--- src/rtl/mvu_seq_pkg.sv ---
// Shared types for the MVU job sequencer: FSM states, delay-line entry, job descriptor.
package mvu_seq_pkg;

    localparam int unsigned SEQ_BWBANKA = 9;
    localparam int unsigned SEQ_BDBANKA = 14;
    localparam int unsigned SEQ_BPREC   = 4;
    localparam int unsigned SEQ_BTILE   = 8;

    typedef enum logic [1:0] {
        ST_IDLE,
        ST_CLR,
        ST_RUN,
        ST_FLUSH
    } seq_state_e;

    // One accumulator-control slot travelling alongside a read.
    typedef struct packed {
        logic                 clr;
        logic                 acc;
        logic                 sh;
        logic                 neg;
        logic                 last;
        logic [SEQ_BTILE-1:0] tile;
    } ctrl_entry_t;

    typedef struct packed {
        logic [SEQ_BPREC-1:0]   iprec;
        logic [SEQ_BPREC-1:0]   wprec;
        logic                   isign;
        logic                   wsign;
        logic [SEQ_BTILE-1:0]   ktiles;
        logic [SEQ_BTILE-1:0]   otiles;
        logic [SEQ_BDBANKA-1:0] dbase;
        logic [SEQ_BWBANKA-1:0] wbase;
    } seq_desc_t;

endpackage

--- src/rtl/mvu_ctrl_delay.sv ---
// RDLAT-stage pipeline aligning accumulator controls with bank read data.
module mvu_ctrl_delay
    import mvu_seq_pkg::*;
#(
    parameter int unsigned RDLAT = 2
) (
    input  logic        clk,
    input  logic        flush,
    input  ctrl_entry_t in_entry,
    output ctrl_entry_t out_entry,
    output logic        live
);

    ctrl_entry_t stage_q [RDLAT];
    ctrl_entry_t stage_d [RDLAT];

    // Shift one stage per cycle; report whether any real slot is still in flight.
    always_comb begin
        stage_d[0] = in_entry;
        for (int unsigned i = 1; i < RDLAT; i++) begin
            stage_d[i] = stage_q[i-1];
        end
        live = 1'b0;
        for (int unsigned i = 0; i < RDLAT; i++) begin
            live = live | stage_q[i].clr | stage_q[i].acc;
        end
    end

    // Stage registers with synchronous flush.
    always_ff @(posedge clk) begin
        for (int unsigned i = 0; i < RDLAT; i++) begin
            if (flush) begin
                stage_q[i] <= '0;
            end else begin
                stage_q[i] <= stage_d[i];
            end
        end
    end

    assign out_entry = stage_q[RDLAT-1];

endmodule

--- src/rtl/mvu_job_seq.sv ---
// Job sequencer: walks bit-plane diagonals per output tile, issuing bank reads and
// pipelined shift-accumulate controls, then pulses done.
module mvu_job_seq
    import mvu_seq_pkg::*;
#(
    parameter int unsigned BWBANKA = SEQ_BWBANKA,
    parameter int unsigned BDBANKA = SEQ_BDBANKA,
    parameter int unsigned BPREC   = SEQ_BPREC,
    parameter int unsigned BTILE   = SEQ_BTILE,
    parameter int unsigned RDLAT   = 2
) (
    input  logic               clk,
    input  logic               rst,
    input  logic               cfg_valid,
    output logic               cfg_ready,
    input  logic [BPREC-1:0]   cfg_iprec,
    input  logic [BPREC-1:0]   cfg_wprec,
    input  logic               cfg_isign,
    input  logic               cfg_wsign,
    input  logic [BTILE-1:0]   cfg_ktiles,
    input  logic [BTILE-1:0]   cfg_otiles,
    input  logic [BDBANKA-1:0] cfg_dbase,
    input  logic [BWBANKA-1:0] cfg_wbase,
    output logic               busy,
    output logic               done,
    output logic [BWBANKA-1:0] rdw_addr,
    output logic               rdd_en,
    input  logic               rdd_grnt,
    output logic [BDBANKA-1:0] rdd_addr,
    output logic               shacc_clr,
    output logic               shacc_acc,
    output logic               shacc_sh,
    output logic               neg_acc,
    output logic               tile_valid,
    output logic [BTILE-1:0]   tile_idx
);

    localparam int unsigned SW = BPREC + 1;

    seq_state_e       state_q, state_d;
    seq_desc_t        desc_q, desc_d;
    logic [BTILE-1:0] t_q, t_d, k_q, k_d;
    logic [SW-1:0]    s_q, s_d;
    logic [BPREC-1:0] ww_q, ww_d;

    logic [SW-1:0] s_top, s_prev, wp_m1, ww_hi, ww_lo, ww_hi_prev, ii;
    logic          first_of_diag, last_k, zero_job;
    ctrl_entry_t   dl_in, dl_out;
    logic          dl_live;

    function automatic logic [SW-1:0] diag_top(input logic [BPREC-1:0] ip, input logic [BPREC-1:0] wp);
        return SW'(ip) + SW'(wp) - SW'(2);
    endfunction

    // Diagonal bounds and read addresses for the current issue position.
    always_comb begin
        s_top         = diag_top(desc_q.iprec, desc_q.wprec);
        wp_m1         = SW'(desc_q.wprec) - SW'(1);
        ww_hi         = (s_q < wp_m1) ? s_q : wp_m1;
        ww_lo         = (s_q + SW'(1) > SW'(desc_q.iprec)) ? s_q + SW'(1) - SW'(desc_q.iprec) : '0;
        s_prev        = s_q - SW'(1);
        ww_hi_prev    = (s_prev < wp_m1) ? s_prev : wp_m1;
        ii            = s_q - SW'(ww_q);
        first_of_diag = (k_q == '0) && (SW'(ww_q) == ww_hi);
        last_k        = (k_q == desc_q.ktiles - BTILE'(1));
        zero_job      = (cfg_iprec == '0) || (cfg_wprec == '0) || (cfg_ktiles == '0) || (cfg_otiles == '0);
        rdd_addr      = '0;
        rdw_addr      = '0;
        if (state_q == ST_RUN) begin
            rdd_addr = BDBANKA'(32'(desc_q.dbase) + 32'(k_q) * 32'(desc_q.iprec) + 32'(ii));
            rdw_addr = BWBANKA'(32'(desc_q.wbase)
                                + (32'(t_q) * 32'(desc_q.ktiles) + 32'(k_q)) * 32'(desc_q.wprec)
                                + 32'(ww_q));
        end
    end

    // Next-state, counter advance and delay-line injection.
    always_comb begin
        state_d   = state_q;
        desc_d    = desc_q;
        t_d       = t_q;
        k_d       = k_q;
        s_d       = s_q;
        ww_d      = ww_q;
        dl_in     = '0;
        cfg_ready = 1'b0;
        busy      = 1'b0;
        done      = 1'b0;
        rdd_en    = 1'b0;
        case (state_q)
            ST_IDLE: begin
                cfg_ready = 1'b1;
                if (cfg_valid && !rst) begin
                    busy   = 1'b1;
                    desc_d = '{iprec: cfg_iprec, wprec: cfg_wprec, isign: cfg_isign, wsign: cfg_wsign,
                               ktiles: cfg_ktiles, otiles: cfg_otiles, dbase: cfg_dbase, wbase: cfg_wbase};
                    t_d     = '0;
                    k_d     = '0;
                    s_d     = diag_top(cfg_iprec, cfg_wprec);
                    ww_d    = cfg_wprec - BPREC'(1);
                    state_d = zero_job ? ST_FLUSH : ST_CLR;
                end
            end
            ST_CLR: begin
                busy       = 1'b1;
                dl_in.clr  = 1'b1;
                dl_in.tile = t_q;
                state_d    = ST_RUN;
            end
            ST_RUN: begin
                busy   = 1'b1;
                rdd_en = 1'b1;
                if (rdd_grnt) begin
                    dl_in.acc  = 1'b1;
                    dl_in.sh   = first_of_diag && (s_q != s_top);
                    dl_in.neg  = (desc_q.isign && (ii == SW'(desc_q.iprec) - SW'(1)))
                               ^ (desc_q.wsign && (ww_q == desc_q.wprec - BPREC'(1)));
                    dl_in.last = (s_q == '0) && last_k;
                    dl_in.tile = t_q;
                    // k innermost, then ww down the diagonal, then next diagonal, then next tile
                    if (!last_k) begin
                        k_d = k_q + BTILE'(1);
                    end else begin
                        k_d = '0;
                        if (SW'(ww_q) > ww_lo) begin
                            ww_d = ww_q - BPREC'(1);
                        end else if (s_q != '0) begin
                            s_d  = s_prev;
                            ww_d = BPREC'(ww_hi_prev);
                        end else begin
                            t_d     = t_q + BTILE'(1);
                            s_d     = s_top;
                            ww_d    = desc_q.wprec - BPREC'(1);
                            state_d = (t_q == desc_q.otiles - BTILE'(1)) ? ST_FLUSH : ST_CLR;
                        end
                    end
                end
            end
            ST_FLUSH: begin
                busy = 1'b1;
                if (!dl_live) begin
                    done    = 1'b1;
                    state_d = ST_IDLE;
                end
            end
            default: state_d = ST_IDLE;
        endcase
    end

    // State and counter registers.
    always_ff @(posedge clk) begin
        if (rst) begin
            state_q <= ST_IDLE;
            desc_q  <= '0;
            t_q     <= '0;
            k_q     <= '0;
            s_q     <= '0;
            ww_q    <= '0;
        end else begin
            state_q <= state_d;
            desc_q  <= desc_d;
            t_q     <= t_d;
            k_q     <= k_d;
            s_q     <= s_d;
            ww_q    <= ww_d;
        end
    end

    mvu_ctrl_delay #(.RDLAT(RDLAT)) u_delay (
        .clk       (clk),
        .flush     (rst),
        .in_entry  (dl_in),
        .out_entry (dl_out),
        .live      (dl_live)
    );

    assign shacc_clr  = dl_out.clr;
    assign shacc_acc  = dl_out.acc;
    assign shacc_sh   = dl_out.sh;
    assign neg_acc    = dl_out.neg;
    assign tile_valid = dl_out.last;
    assign tile_idx   = dl_out.last ? dl_out.tile : '0;

endmodule
--- config.mk ---
export PLATFORM = sky130hd
export DESIGN_NAME = mvu_job_seq
export DESIGN_NICKNAME = d
export VERILOG_FILES = /design/src/rtl/mvu_seq_pkg.sv /design/src/rtl/mvu_ctrl_delay.sv /design/src/rtl/mvu_job_seq.sv
export SDC_FILE = /design/constraint.sdc
export NUM_CORES = 1
export LEC_CHECK = 0
export ABC_AREA = 1
export BUFFER_PORTS_ARGS = -buffer_cell sky130_fd_sc_hd__buf_2
export CAP_MARGIN = 20
export CORE_MARGIN = 2
export CORE_UTILIZATION = 56
export DETAILED_ROUTE_END_ITERATION = 8
export PLACE_DENSITY = 0.83
export SYNTH_ARGS = -nofsm -noshare
export SYNTH_HDL_FRONTEND = slang
export SYNTH_HIERARCHICAL = 1
export SYNTH_SLANG_ARGS = --single-unit
--- constraint.sdc ---
create_clock -name clk -period 8.1 [get_ports clk]
set_clock_uncertainty 0.05 [all_clocks]
set_input_delay 2.43 -clock clk [delete_from_list [all_inputs] [get_ports clk]]
set_output_delay 2.43 -clock clk [all_outputs]
set_load 0.005 [all_outputs]
==> run_results.csv <==
group,metric,value,unit
die,start_util,57.65,%
timing,fin_ws,-0.8087,ns
synth,syn_avg_cell_area,7.118,µm²
synth,yosysTopAreaCell,"dfxtp_1",
timing,rsz0062_at_grt,"yes",
clocking,cts_made_buffers,9,
critical_path,worstSetupPathDepth,30,
placement,place_inst,1784,
critical_path,timing.rr.end,"u_delay/stage_q[0][10]",
drt,via_count,9760,
drt,vias_per_cell,5.398,
critical_path,crit_top_cell,"fa_1",
placement,place.gp.congestion,0.9964,
critical_path,cp_slowest_cell,"fa_2",
synth,syn-instance-count,1465,
clocking,h-tree-depth,3,
power_and_ir_drop,power_switching,1.731,mW
power_and_ir_drop,report.power.total,3.369,mW
clocking,cts_buffer_depth,2,
grt,overflow,0,
power_and_ir_drop,comb_power_share,65.6,%
power_and_ir_drop,pwr-share-seq,21.1,%
die,coreArea,18090,µm²
critical_path,arrival,6.43,ns
drt,ant_nets,0,
synth,synth_async_sr_flop_share,0,%
synth,syn_nets,1699,
status,violations,"negative setup slack",
die,die_w,140.5,µm
critical_path,crit_path_end,"rdw_addr[8]",
final_layout,instances_no_fill,1808,
critical_path,max_stage_delay,0.60,ns
final_layout,syn_to_final_growth,14.11,%
timing,fin_setup_tns,-2.218,ns
placement,portBuffers,92,
power_and_ir_drop,ir_drop,0.2853,mV
die,dieArea,19730,µm²
synth,synth_ff_type,"dfxtp_1",
clocking,cts_sinks,102,
final_layout,drive_gt1_share,16.09,%
grt,antenna_found_initial,0,
power_and_ir_drop,power-per-cell-area,283.2,nW/µm²
die,io_pins,93,
job,max-cap-violations,0,
critical_path,crit_path_max_fanout,4,
drt,wl_per_cell,15.37,µm
clocking,clkTransAtPathRegs,0.08,ns
die,die_h,140.5,µm
grt,grt_pass1_vias,9469,
critical_path,rr_startpoint,"desc_q[41]",
min_path,min_path_type,"flop to flop",
timing,fin_crit_sh,110.0,%
critical_path,path_delay_family,"adder cells",
drt,dr.pass1.iters,5,
timing,min_period,8.909,ns
timing,slew_headroom,57.16,%
synth,syn_area,10430,µm²
timing,tightest_slew,0.6417,ns
drt,drt_iter0_markers,830,
synth,synth-seq-area-share,19.58,%
timing,setup_violations,5,
critical_path,cp-startpoint,"desc_q[31]",
synth,netlist.area_leader.share,19.58,%
grt,grtUsageTotal,27.58,%
critical_path,worstSetupEndpointType,"output pin",
power_and_ir_drop,power.leakage,6.233,nW
drt,routed_wl,27800,µm
clocking,cts-root-buf,"clkbuf_16",
final_layout,num_antenna_cells,0,
clocking,cts_tree,"built",
die,fp-row-count,49,
critical_path,worst_setup_path_start_kind,"flop",
critical_path,cp_data_required_time,5.62,ns
grt,grt_pass1_wl,44390,µm
status,status,"finished, violations left",
grt,grt_max_degree,57,
synth,synth_cell_types,46,
synth,ys_seq_elements,102,
placement,dpl.hpwl,20500,µm
timing,hold_viol_final,0,
critical_path,rr_worst_depth,15,
power_and_ir_drop,switching_share,51.37,%
final_layout,nets,1808,
power_and_ir_drop,p_clk_share,13.3,%
timing,max_freq,112.3,MHz
synth,yosysWarnings,6,
power_and_ir_drop,p_int,1.638,mW
critical_path,crit_type,"flop to output pin",
synth,synth_edf_count,0,
drt,drc_errors,0,
synth,ys_top_cells_by_area,"dfxtp_1 20%, fa_1 15%, nand2_1 13%",
timing,drv_slew,0,
critical_path,r2r_slack,4.27,ns
critical_path,cp.buffers_inverters,8,
clocking,clk_latency,0.37,ns
power by group through the flow:
stage / clock network [mW] / registers (mW) / logic, mW
after global routing: 0.469 / 0.721 / 2.51
final: 0.448 / 0.712 / 2.21
after global placement: 0 / 0.713 / 2.05
after detailed placement: 0 / 0.716 / 2.12
after CTS: 0.453 / 0.705 / 2.15
after floorplan: 0 / 0.655 / 1.65
timing repair:
action / in CTS / in global routing
setup endpoints to repair: 5 / 7
gates resized for setup: 15 / 26
hold endpoints to repair: 0 / 0
pin swaps: 20 / 16
buffers inserted: 4 / 3
hold buffers: 0 / 0
stage by stage:
stage | util, % | hold slack [ns] | area, µm² | worst slack (ns)
detailed placement | 62.77 | 0.3475 | 11350 | -0.3651
floorplan | - | 0.3383 | 10550 | -0.03668
global placement | 62.77 | 0.3447 | 11350 | -0.2527
CTS | 64.81 | 0.3608 | 11720 | -0.6672
global route | 65.79 | 0.3688 | 11900 | -1.109
finish | 65.79 | 0.3597 | 11900 | -0.8087
worst min path at each step:
stage	start	to	slack, ns	cells after the start
floorplan	u_delay/stage_q[0][0]	u_delay/stage_q[1][0]	0.34	2
finish	u_delay/stage_q[0][1]	u_delay/stage_q[1][1]	0.36	2
detailed placement	u_delay/stage_q[0][1]	u_delay/stage_q[1][1]	0.35	2
CTS	u_delay/stage_q[0][0]	u_delay/stage_q[1][0]	0.36	2
global placement	u_delay/stage_q[0][2]	u_delay/stage_q[1][2]	0.34	2
global route	u_delay/stage_q[0][0]	u_delay/stage_q[1][0]	0.37	2
worst register-to-register path: cells and delay by family, from the launching register on:
kind	cells	cell delay (ns)
buf+inv	4	0.54
xor+xnor	1	0.40
simple gates	4	0.67
flops	1	0.74
compound gates	4	0.73
fa+ha+maj	2	0.64
routing by layer:
metal | up-vias | part of all wire (%) | GRT usage (%)
li1 | 4732 | - | -
met5 | - | 0 | 0
met2 | 380 | 49 | 49.28
met4 | 0 | 3.5 | 10.26
met3 | 77 | 6.5 | 3.453
met1 | 4571 | 41 | 34.17
state kept, by name, indices dropped and copies added (netlist names):
register         cells
t_q                  8
k_q                  8
state_q              2
u_delay/stage_q     26
s_q                  5
desc_q              49
ww_q                 4
cell usage after synthesis, drive strengths merged, types with 2 or more instances:
master   instances
a21oi           64
a31oi            3
buf             27
clkbuf          30
dfxtp          102
fa              77
ha             104
inv            305
nand2          356
nand3           60
nand3b           3
nand4            9
nor2           114
nor3            18
nor4             5
o2111ai          7
o211ai           3
o21ai           68
o22ai            2
o31ai           24
or2              7
xnor2           27
xor2            43
kinds of logic (layout without fill, tap and decap cells):
logic type                 after synthesis  count (layout)  synth area share, %
AOI/OAI and AO/OA                      176             176                9.539
xor gates and xnor gates                70              70                5.880
adders and majority gates              181             181                27.26
buffers and inverters                  363             477                14.46
DFF                                    102             102                19.58
and+or+nand+nor                        573             573                23.28
layout by cell type (no fill, tap or decap), drive strengths merged, types with 4 or more instances in the layout:
cell	Yosys	layout
a21oi	64	64
dfxtp	102	102
ha	104	104
nor3	18	18
inv	305	308
xnor2	27	27
or2	7	7
nand2	356	356
o2111ai	7	7
clkbuf	30	10
clkinv	1	4
nor4	5	5
fa	77	77
nand3	60	60
o21ai	68	68
xor2	43	43
nor2	114	114
nand4	9	9
buf	27	155
o31ai	24	24
final cells by class:
type                    count  area, µm²
clock buffers              10      239.0
clock inverters             6      61.31
fillers                  1473       6187
inverters                 306       1149
flip-flops and latches    102       2052
multi-input cells        1000       7129
well taps                 229      286.5
repair buffers            155      982.2
No activity file was read; power rests on OpenSTA's default activity.
